===== src/rtl/leaf_user_fifo_if.sv =====
// Handshake bundle between the leaf interface user port, the elastic buffer
// and the user core; the buffer sits on the slave modport.
interface leaf_user_fifo_if #(
    parameter int PAYLOAD_BITS = 32
);
    logic [PAYLOAD_BITS-1:0] din;
    logic                    val_in;
    logic                    ready_upward;
    logic [PAYLOAD_BITS-1:0] dout;
    logic                    val_out;
    logic                    ready_downward;
    logic                    almost_full;

    modport master (
        output din, val_in, ready_downward,
        input  ready_upward, dout, val_out, almost_full
    );

    modport slave (
        input  din, val_in, ready_downward,
        output ready_upward, dout, val_out, almost_full
    );
endinterface


===== src/rtl/leaf_user_fifo.sv =====
// Elastic buffer in the user clock domain between the leaf interface and a stalling core.
// Optional LEAF_FIFO_LEVEL_EN exposes the registered occupancy on the level port.
module leaf_user_fifo #(
    parameter int PAYLOAD_BITS = 32,
    parameter int DEPTH_BITS   = 4,
    parameter int AFULL_LEVEL  = 12
) (
    input logic             clk_user,
    input logic             reset,
    leaf_user_fifo_if.slave bus
`ifdef LEAF_FIFO_LEVEL_EN
    ,
    output logic [DEPTH_BITS:0] level
`endif
);
    localparam int                  DEPTH    = 1 << DEPTH_BITS;
    localparam logic [DEPTH_BITS:0] CAPACITY = (DEPTH_BITS + 1)'(DEPTH);
    localparam logic [DEPTH_BITS:0] AFULL    = (DEPTH_BITS + 1)'(AFULL_LEVEL);
    localparam logic [DEPTH_BITS:0] OCC_ONE  = (DEPTH_BITS + 1)'(1);
    localparam logic [DEPTH_BITS-1:0] PTR_ONE = DEPTH_BITS'(1);

    logic [PAYLOAD_BITS-1:0] mem [DEPTH];
    logic [DEPTH_BITS-1:0]   wr_ptr;
    logic [DEPTH_BITS-1:0]   rd_ptr;
    logic [DEPTH_BITS-1:0]   rd_ptr_next;
    logic [DEPTH_BITS:0]     occupancy;
    logic [DEPTH_BITS:0]     occupancy_next;
    logic [PAYLOAD_BITS-1:0] dout_next;
    logic                    do_write;
    logic                    do_read;

    assign do_write = bus.val_in && bus.ready_upward;
    assign do_read  = bus.val_out && bus.ready_downward;

    // dout is registered from the word that will be oldest after this edge; when
    // that word is the one being written right now it comes straight from din.
    always_comb begin
        rd_ptr_next    = do_read ? rd_ptr + PTR_ONE : rd_ptr;
        occupancy_next = occupancy;
        if (do_write && !do_read) begin
            occupancy_next = occupancy + OCC_ONE;
        end else if (!do_write && do_read) begin
            occupancy_next = occupancy - OCC_ONE;
        end
        dout_next = bus.dout;
        if (occupancy_next != '0) begin
            if (do_write && (rd_ptr_next == wr_ptr)) begin
                dout_next = bus.din;
            end else begin
                dout_next = mem[rd_ptr_next];
            end
        end
    end

    always_ff @(posedge clk_user) begin
        if (do_write) begin
            mem[wr_ptr] <= bus.din;
        end
    end

    always_ff @(posedge clk_user or posedge reset) begin
        if (reset) begin
            wr_ptr           <= '0;
            rd_ptr           <= '0;
            occupancy        <= '0;
            bus.ready_upward <= 1'b0;
            bus.val_out      <= 1'b0;
            bus.almost_full  <= 1'b0;
            bus.dout         <= '0;
        end else begin
            if (do_write) begin
                wr_ptr <= wr_ptr + PTR_ONE;
            end
            rd_ptr           <= rd_ptr_next;
            occupancy        <= occupancy_next;
            bus.ready_upward <= (occupancy_next < CAPACITY);
            bus.val_out      <= (occupancy_next != '0);
            bus.almost_full  <= (occupancy_next >= AFULL);
            bus.dout         <= dout_next;
        end
    end

`ifdef LEAF_FIFO_LEVEL_EN
    assign level = occupancy;
`endif
endmodule


===== src/flat_wrapper.sv =====
// flat-port wrapper written by rule: the top's interface ports become plain ports
module leaf_user_fifo_flat 
#(
    parameter int PAYLOAD_BITS = 32,
    parameter int DEPTH_BITS   = 4,
    parameter int AFULL_LEVEL  = 12
)
  (clk_user, reset, bus_din, bus_val_in, bus_ready_downward, bus_ready_upward, bus_dout, bus_val_out, bus_almost_full);
  leaf_user_fifo_if #(.PAYLOAD_BITS(PAYLOAD_BITS)) bus_i ();
  input logic clk_user;
  input logic reset;
  input wire logic [$bits(bus_i.din)-1:0] bus_din;
  input wire logic [$bits(bus_i.val_in)-1:0] bus_val_in;
  input wire logic [$bits(bus_i.ready_downward)-1:0] bus_ready_downward;
  output wire logic [$bits(bus_i.ready_upward)-1:0] bus_ready_upward;
  output wire logic [$bits(bus_i.dout)-1:0] bus_dout;
  output wire logic [$bits(bus_i.val_out)-1:0] bus_val_out;
  output wire logic [$bits(bus_i.almost_full)-1:0] bus_almost_full;
  assign bus_i.din = bus_din;
  assign bus_i.val_in = bus_val_in;
  assign bus_i.ready_downward = bus_ready_downward;
  assign bus_ready_upward = bus_i.ready_upward;
  assign bus_dout = bus_i.dout;
  assign bus_val_out = bus_i.val_out;
  assign bus_almost_full = bus_i.almost_full;
  leaf_user_fifo #(.PAYLOAD_BITS(PAYLOAD_BITS), .DEPTH_BITS(DEPTH_BITS), .AFULL_LEVEL(AFULL_LEVEL)) u_core (.clk_user(clk_user), .reset(reset), .bus(bus_i));
endmodule

===== config.mk =====
export PLATFORM = sky130hd
export DESIGN_NAME = leaf_user_fifo_flat
export DESIGN_NICKNAME = d
export VERILOG_FILES = /design/src/rtl/leaf_user_fifo_if.sv /design/src/rtl/leaf_user_fifo.sv /design/src/flat_wrapper.sv
export SDC_FILE = /design/constraint.sdc
export NUM_CORES = 1
export LEC_CHECK = 0
export CAP_MARGIN = 5
export CORE_UTILIZATION = 30
export DETAILED_ROUTE_END_ITERATION = 8
export GPL_TIMING_DRIVEN = 1
export PLACE_DENSITY = 0.52
export SLEW_MARGIN = 20
export SYNTH_ARGS = -nofsm -noshare
export SYNTH_HDL_FRONTEND = slang
export SYNTH_SLANG_ARGS = --single-unit

===== constraint.sdc =====
create_clock -name clk_user -period 8.1 [get_ports clk_user]
set_input_delay 1.215 -clock clk_user [delete_from_list [all_inputs] [get_ports clk_user]]
set_output_delay 1.215 -clock clk_user [all_outputs]
set_load 0.03 [all_outputs]

# == Word level (Yosys, flattened, before mapping) ==
# Memories as Yosys holds them, arrays and structs flattened. A register that Yosys moved wholly into a read port is not among the register bits.
# Cells that the tools add are included.
# word_totals
register_bits,16
mem_count,1
output_inout_bits,35
ramBits,512
word_cells,25
in_bits,36
# op_classes
reduce_logical,7
mux,5
magnitude_cmp,2
add_sub_neg,4
# mem_list
memory,words,word_bits,read_ports,rd_ports_with_merged_regs,write_ports,line_no,source
u_core.mem,16,32,1,1,1,leaf_user_fifo.sv:22,logic [PAYLOAD_BITS-1:0] mem [DEPTH];
# op_table
cell,n
5-bit 2-to-1 mux,2
"4-bit by 1-bit adder with 4-bit output, second input constant",2
"5-bit by 1-bit adder with 5-bit output, second input constant",1
"5-bit by 4-bit greater-or-equal comparator with 1-bit output, second input constant",1
"5-bit < comparator, second input constant",1
5-bit nonzero test,1
"5-bit by 1-bit subtractor with 5-bit output, second input constant",1
1-bit logical AND,4
4-bit 2-to-1 mux,1
1-bit zero test,2
1-bit 2-to-1 mux,2

# == Longest topological paths before layout ==
# Gate-level depths: netlist of run 1.
# logic_depth
ltp_word,6
mapped_depth,11
mapped_depth_nobuf,8

# == Least setup slack after synthesis of run 1 ==
# OpenSTA, ideal clock, no wires.
# synth_path
kind,input -> register
startpoint,input bus_val_in
endpoint,memory u_core.mem[3][0] (enable)
path_buffers,2
setup_slack_ns,3.451
required_time_ns,7.639
path_stages,5
setup_time_ns,0.461
t_arrival_ns,4.188
cell_sequence,and2_1 -> clkbuf_1 -> clkbuf_1 -> nand2_1 -> nor3_1
# synth_via
elab_chain_len,3
# synth_lines
item,line_no,source
from (decl),flat_wrapper.sv:13,input wire logic [$bits(bus_i.val_in)-1:0] bus_val_in;
1-bit logical AND,leaf_user_fifo.sv:32,assign do_write = bus.val_in && bus.ready_upward;
1-bit 2-to-1 mux,leaf_user_fifo.sv:56,if (do_write) begin
1-bit 2-to-1 mux (implied by the code),leaf_user_fifo.sv:57,mem[wr_ptr] <= bus.din;
to (decl),leaf_user_fifo.sv:22,
# No other way between the ends.

# == Final worst setup path of run 1 ==
# layout_path
startpoint,input bus_ready_downward
endpoint,"register u_core.bus.dout[9], read port of u_core.mem"
# layout_via
elab_cells_between_ends,8
classes_between,mux: 3; reduce/logical: 5
# layout_lines
item,line_no,source
from (decl),flat_wrapper.sv:14,input wire logic [$bits(bus_i.ready_downward)-1:0] bus_ready_downward;
1-bit logical AND,leaf_user_fifo.sv:33,assign do_read = bus.val_out && bus.ready_downward;
4-bit 2-to-1 mux,leaf_user_fifo.sv:38,rd_ptr_next = do_read ? rd_ptr + PTR_ONE : rd_ptr;
named net u_core.rd_ptr_next[3],leaf_user_fifo.sv:25,logic [DEPTH_BITS-1:0] rd_ptr_next;
to (decl),leaf_user_fifo_if.sv:21,"output ready_upward, dout, val_out, almost_full"
# The timed path passes the listed nets, and every way through them passes these cells.
# A chain may end at the register's enable or synchronous reset.

==> summary.txt, run 1 <==
Status
  – Run status: complete, no violations

Floorplan
  – Die area: 78500 um^2
  – Chip Height: 280 um
  – Num rows: slightly above 100
  – CORE AREA: about 76000 um^2
  – Initial core utilization: 0.305
  – Num ports: 71
  – Die W: roughly 280 um

STA
  – RSZ-0062 raised after global routing: no
  – Slew HR: 0.232
  – Post-Route Skew: ~0.028 ns
  – Fmax: 0.228 GHz
  – Least-Margin Pin Slew: around 1.2 ns
  – Post-Route Setup TNS: 0 ns
  – Final setup viols: 0
  – Final min period: between 4 and 5 ns
  – Max-slew violation count: 0
  – Hold Vio Cnt, Final: 0
  – Fin crit share: 0.540

Min path
  – Hold/Removal Path Class: reg2reg
  – Worst hold path depth: 2

Worst setup path
  – CP arrival: approximately 4.9 ns
  – Register-to-Register Path Depth: 8
  – Worst setup path class: in2reg
  – R2r setup slk: between 4 and 5 ns
  – Crit. End Element: flop
  – Max FO, Critical Path: 18
  – Worst setup endpoint: u_core.bus.dout[9]
  – Critical Path Source: bus_ready_downward
  – Crit Reg-Reg Endpoint: u_core.bus.dout[24]
  – CP startpoint kind: primary input
  – Worst reg2reg startpoint: u_core.rd_ptr[1]
  – Critical path data required time: between 8 and 9 ns

Clock network
  – Clk buf depth: 3
  – Cts hold-fix bufs: 0
  – TritonCTS buffer count: 58
  – Worst-path clk slew: 0.06 ns
  – Post-cts sizing count: 0
  – CTS tree: done
  – H-tree depth: 2
  – CTS root buffer: clkbuf_16
  – Clock sinks: 560
  – Clock latency at the later pin of the worst-skew pair: around 0.63 ns
  – Post-CTS Repair Setup Buffers: 0

Finish
  – Register area: 16600 um^2
  – # nets final: about 1.7k
  – Layout cell share with drive strength beyond 1: 0.105
  – Antenna fix cells: 0
  – Multi-input gate area: roughly 6000 um^2
  – Util after Layout: 0.353
  – Most frequent cells in the layout: edfxtp_1 (512), and3_1 (258), a211oi_1 (256)
  – Fillers: 7243
  – Final cell count without fillers: around 2.7k
  – Most common cell after layout, fill and taps aside: edfxtp_1
  – Area growth syn-to-layout: 15.8%

Global route
  – Largest net degree at the start of global routing: approximately 120
  – Vias in the first global route: between 10k and 15k
  – Global-route wire length before repair: 101000 um
  – Initial antenna violation count: 1
  – Gr usage total: 0.175
  – Grt total ovfl: 0

Yosys
  – Syn Area/Cell: about 14 um^2
  – Post-synthesis cell type count: between 40 and 50
  – Sequential fraction of the synthesis area: 0.714
  – Cell Area, Synth: around 23000 um^2
  – Ys flop type: edfxtp_1
  – Post-synth EDFFs: about 500
  – Fraction of registers with async set/reset: 0.0857
  – Synth Register Bits: 560
  – Synthesized net count: 1645
  – Mapped Cells: 1602
  – Yosys warnings: 0

Detailed routing
  – Starting DRC count in detailed routing: approximately 1.4k
  – DRC violations left: 0
  – Vias/cell: 5.45
  – WL final: approximately 70000 um
  – DR WL/cell: roughly 26 um
  – Detail Route Antenna Nets: 0
  – DR pass1 iterations: 5
  – Via count: roughly 15k

Run
  – Max-cap viol count: 0

Pwr
  – Pwr dens: 376 nW/um^2
  – Max VDD drop: between 0.00015 and 0.0002 V
  – Leakage: around 9 nW

Place
  – Cells after DPL: 2592
  – Port bufs: 70
  – DP HPWL: roughly 33000 um
  – GPL Wtd Cong: ~0.74
==> state kept, by name, summed over array words and instances (netlist names) <==
| signal | count |
|---|---|
| u_core.bus.dout | 32 |
| u_core.rd_ptr | 4 |
| u_core.mem | 512 |
| u_core.occupancy | 5 |
| u_core.wr_ptr | 4 |
| u_core.bus.ready_upward | 1 |
| u_core.bus.almost_full | 1 |
| u_core.bus.val_out | 1 |
==> worst min-delay path by stage <==
stage / startpoint / slack (ns) / to
6_report: u_core.bus.dout[6] / 0.54 / u_core.bus.dout[6]
3_3_place_gp: u_core.bus.dout[6] / 0.51 / u_core.bus.dout[6]
3_5_place_dp: u_core.bus.dout[6] / 0.52 / u_core.bus.dout[6]
4_1_cts: u_core.bus.dout[6] / 0.54 / u_core.bus.dout[6]
5_1_grt: u_core.bus.dout[17] / 0.57 / u_core.bus.dout[17]
2_1_floorplan: u_core.rd_ptr[2] / 0.59 / u_core.rd_ptr[2]
==> per-stage QoR <==
stage / worst slack [ns] / total power, mW / instance area (um^2) / hold slack, ns
6_report: 3.72 / 10.1 / 26900 / 0.540
5_1_grt: 3.49 / 10.6 / 26900 / 0.570
4_1_cts: 3.76 / 10.2 / 26900 / 0.543
3_5_place_dp: 3.09 / 7.59 / 25000 / 0.520
3_3_place_gp: 3.16 / 7.55 / 25000 / 0.510
2_1_floorplan: 3.45 / 6.17 / 23200 / 0.589
==> critical path, cell delays in order <==
cell,delay (ns)
clkdlybuf4s50_1,0.63
nand2_1,0.37
o21ai_0,0.25
and2_2,0.55
inv_2,0.24
nor3_4,0.79
buf_4,0.48
a221oi_1,0.16
a22oi_1,0.21
==> cell usage after synthesis (all sizes together) (2+ instances only) <==
library cell,count,area [um^2]
a211o,2,17.5
a211oi,256,1920
a21bo,2,20.0
a21o,7,52.6
a221oi,26,353
a22oi,57,428
a32oi,8,77.6
and2,9,56.3
and3,258,1610
buf,25,163
clkbuf,126,473
dfrtp,48,1200
edfxtp,512,15400
ha,7,87.6
inv,42,158
nand2,43,161
nand3,18,90.1
nand3b,2,15.0
nand4,3,18.8
nor2,17,63.8
nor3,33,176
nor4,66,413
o2111ai,2,17.5
o21a,2,22.5
o21ai,4,20.0
or3,4,25.0
xnor2,9,78.8
xor2,4,35.0
==> area by class of cell <==
type / count / area share
inverter: 43 / 0.00601
timing repair buffer: 111 / 0.0377
clock buffer: 84 / 0.0614
clock inverter: 23 / 0.00643
tap: 1030 / 0.0480
sequential: 560 / 0.617
multi-input combinational: 848 / 0.224
==> cells by family (layout without fill, tap and decap cells) <==
group | count (synthesis) | count (layout) | share of synthesized area
flip-flops | 560 | 560 | 0.714
AO/OA/AOI/OAI | 372 | 372 | 0.128
XOR/XNOR | 13 | 13 | 0.00491
adder cells (fa/ha/maj) | 7 | 7 | 0.00377
AND/OR/NAND/NOR | 456 | 456 | 0.114
buffers and inverters | 194 | 261 | 0.0343
==> power breakdown <==
group	internal, mW	switching, mW
sequential	3.47	0.206
combinational	1.27	2.58
clock	1.47	1.11
==> per-layer routing <==
| layer | wire length [um] | vias to the layer above | global-route usage |
|---|---|---|---|
| met2 | 33000 | 492 | 0.284 |
| met3 | 3990 | 113 | 0.0251 |
| met1 | 31000 | 7616 | 0.242 |
| met4 | 1540 | 2 | 0.0535 |
| met5 | 13 | - | 0 |
| li1 | - | 6492 | - |
No activity file was read; power rests on OpenSTA's default activity.
==> inputs of run 2 (changes only) <==
==> constraint.sdc (replaced) <==
create_clock -name clk_user -period 4.1 [get_ports clk_user]
set_input_delay 0.615 -clock clk_user [delete_from_list [all_inputs] [get_ports clk_user]]
set_output_delay 0.615 -clock clk_user [all_outputs]
set_load 0.03 [all_outputs]
==> run 2 against run 1 <==
  * Sequential share of layout area fell by 0.81 points
  * Combinational power increased by 100%
  * Critical path depth down 1
  * Via count down 0.81%
  * Sequential power rose by 99%
  * Sequential cell count unchanged
  * Cell count rose by 0.89%
  * Clock power increased by 98%
  * First-iteration DRC count shrank 13%
  * Die area unchanged
==> summary.txt, run 2 (same netlist as run 1, synthesis figures left out) <==
Detailed routing
  – Wl on met1: between 30000 and 40000 um
  – Routed wl met2: approximately 31000 um
  – DR WL/cell: ~25 um
  – Met3 wire len: 3370 um
  – Starting DRC count in detailed routing: around 1.2k
  – Via count: ~15k
  – DR pass1 iterations: 5
  – DRC violations left: 0
  – Highest metal used: met5
  – Detail Route Antenna Nets: 0
  – Vias/cell: 5.36
  – WL final: around 67000 um

Worst setup path
  – CP arrival: between 3 and 4 ns
  – Critical path data required time: 4.63 ns
  – CP startpoint kind: flop
  – CP Cell Sequence: ha_1, xor2_1, o22a_2, buf_4, a211oi_1, nor4_1, a22oi_1, a22oi_1
  – Max FO, Critical Path: 14
  – Crit. End Element: flop
  – Crit path largest cell delay: roughly 0.66 ns
  – Worst setup path class: reg2reg
  – Crit-path slowest cell: o22a_2
  – CP Buf/Inv Count: 1
  – Worst path most repeated cell: a22oi_1
  – Critical path's top delay family: compound AO/OA/AOI/OAI gates

Finish
  – Fillers: approximately 7.2k
  – # nets final: around 1.7k
  – Top Registers: u_core.mem (512), u_core.bus.dout (32), u_core.occupancy (5)
  – Most common cell after layout, fill and taps aside: edfxtp_1
  – Most flop-heavy register: u_core.mem
  – Number of flip-flops in the largest register: 512
  – Antenna fix cells: 0
  – Most frequent cells in the layout: edfxtp_1 (512), and3_1 (258), a211oi_1 (256)
  – Layout cell share with drive strength beyond 1: 0.115
  – Area growth syn-to-layout: 17.3%

Status
  – Run status: complete, no violations

STA
  – Post-Route Skew: 0.0273 ns
  – Least-Margin Pin Slew: between 0.9 and 1 ns
  – Final min period: ~3.4 ns
  – RSZ-0062 raised after global routing: no
  – Fmax: slightly below 0.3 GHz
  – Final setup viols: 0
  – Slew HR: 0.392
  – Max-slew violation count: 0
  – Fin crit share: 0.827
  – Post-Route Setup TNS: 0 ns
  – Hold Vio Cnt, Final: 0

Floorplan
  – Die area: 78500 um^2
  – Chip Height: ~280 um
  – Num ports: 71
  – Num rows: 101
  – Die W: between 200 and 300 um
  – CORE AREA: ~76000 um^2
  – Initial core utilization: 0.305

Clock network
  – Post-CTS Repair Setup Buffers: 0
  – Clk buf depth: 3
  – Clock sinks: between 500 and 600
  – TritonCTS buffer count: 59
  – CTS root buffer: clkbuf_16
  – CTS tree: done
  – Worst-path clk slew: about 0.060 ns
  – Cts hold-fix bufs: 0
  – H-tree depth: 2
  – Clock latency at the later pin of the worst-skew pair: roughly 0.64 ns
  – Post-cts sizing count: 0

Pwr
  – Pwr dens: roughly 740 nW/um^2
  – Max VDD drop: approximately 0.00049 V
  – Leakage: 9.13 nW
  – Post-route total power: 20.3 mW

Global route
  – Grt total ovfl: 0
  – Largest net degree at the start of global routing: ~120
  – Gr usage total: 0.169
  – Initial antenna violation count: 1
  – Global-route wire length before repair: between 90000 and 100000 um
  – Vias in the first global route: about 14k

Place
  – DP HPWL: 36200 um
  – GPL Wtd Cong: approximately 0.76
  – Port bufs: 70

Run
  – Max-cap viol count: 0

Min path
  – Hold/Removal Path Class: in2async
[run 2: cell count changes in the layout (fill, tap and decap cells not counted)]
cell	change
buf_12	+16
buf_4	+6
buf_6	-1
clkbuf_1	+4
clkbuf_8	-3
clkinv_1	+1
clkinv_4	+1
clkinv_8	+2
clkinvlp_4	-2
[run 2: worst register-to-register path, stage by stage, from the launching register on]
cell and delay (ns):
dfrtp_1 0.50, ha_1 0.24, xor2_1 0.50, o22a_2 0.66
buf_4 0.37, a211oi_1 0.11, nor4_1 0.58, a22oi_1 0.15
a22oi_1 0.20
[run 2: area by class of cell]
class | instances | area [um^2] | area share
clock buffer | 85 | 1620 | 0.0596
sequential | 560 | 16600 | 0.609
multi-input combinational | 848 | 6010 | 0.221
inverter | 43 | 161 | 0.00593
timing repair buffer | 132 | 1370 | 0.0502
tap | 1030 | 1290 | 0.0473
clock inverter | 25 | 203 | 0.00744
[run 2: per-stage QoR]
stage                     std cells  hold WS [ns]  setup WS, ns  area, um^2  utilization
after global placement         2613         0.588         0.583       25400        0.333
after global routing           2723         0.509         0.441       27200        0.357
after detailed placement       2613         0.600         0.610       25400        0.333
after CTS                      2723         0.466         0.710       27200        0.357
final                          2723         0.445         0.710       27200        0.357
after floorplan                1602         0.589        0.0507       23200            -
[run 2: layer usage]
| metal | GRT usage | vias to the layer above |
|---|---|---|
| met4 | 0.0525 | 2 |
| li1 | - | 6538 |
| met2 | 0.268 | 421 |
| met1 | 0.239 | 7533 |
| met3 | 0.0229 | 102 |
| met5 | 0 | - |
[run 2: path summary, 6_finish.rpt]
kind	startpoint	end	slack, ns	cells past startpoint
max	u_core.rd_ptr[1]	u_core.bus.dout[4]	0.71	8
min	reset	u_core.occupancy[0]	0.45	2
max reg2reg	u_core.rd_ptr[1]	u_core.bus.dout[4]	0.71	8
min reg2reg	u_core.bus.dout[27]	u_core.bus.dout[27]	0.59	2
max in group asynchronous	reset	u_core.wr_ptr[3]	2.82	3
min in group clk_user	u_core.bus.dout[27]	u_core.bus.dout[27]	0.59	2
[run 2: report_power, final]
part | switching [mW] | internal [mW]
Sequential | 0.447 | 6.86
Clock | 2.23 | 2.87
Combinational | 5.13 | 2.73
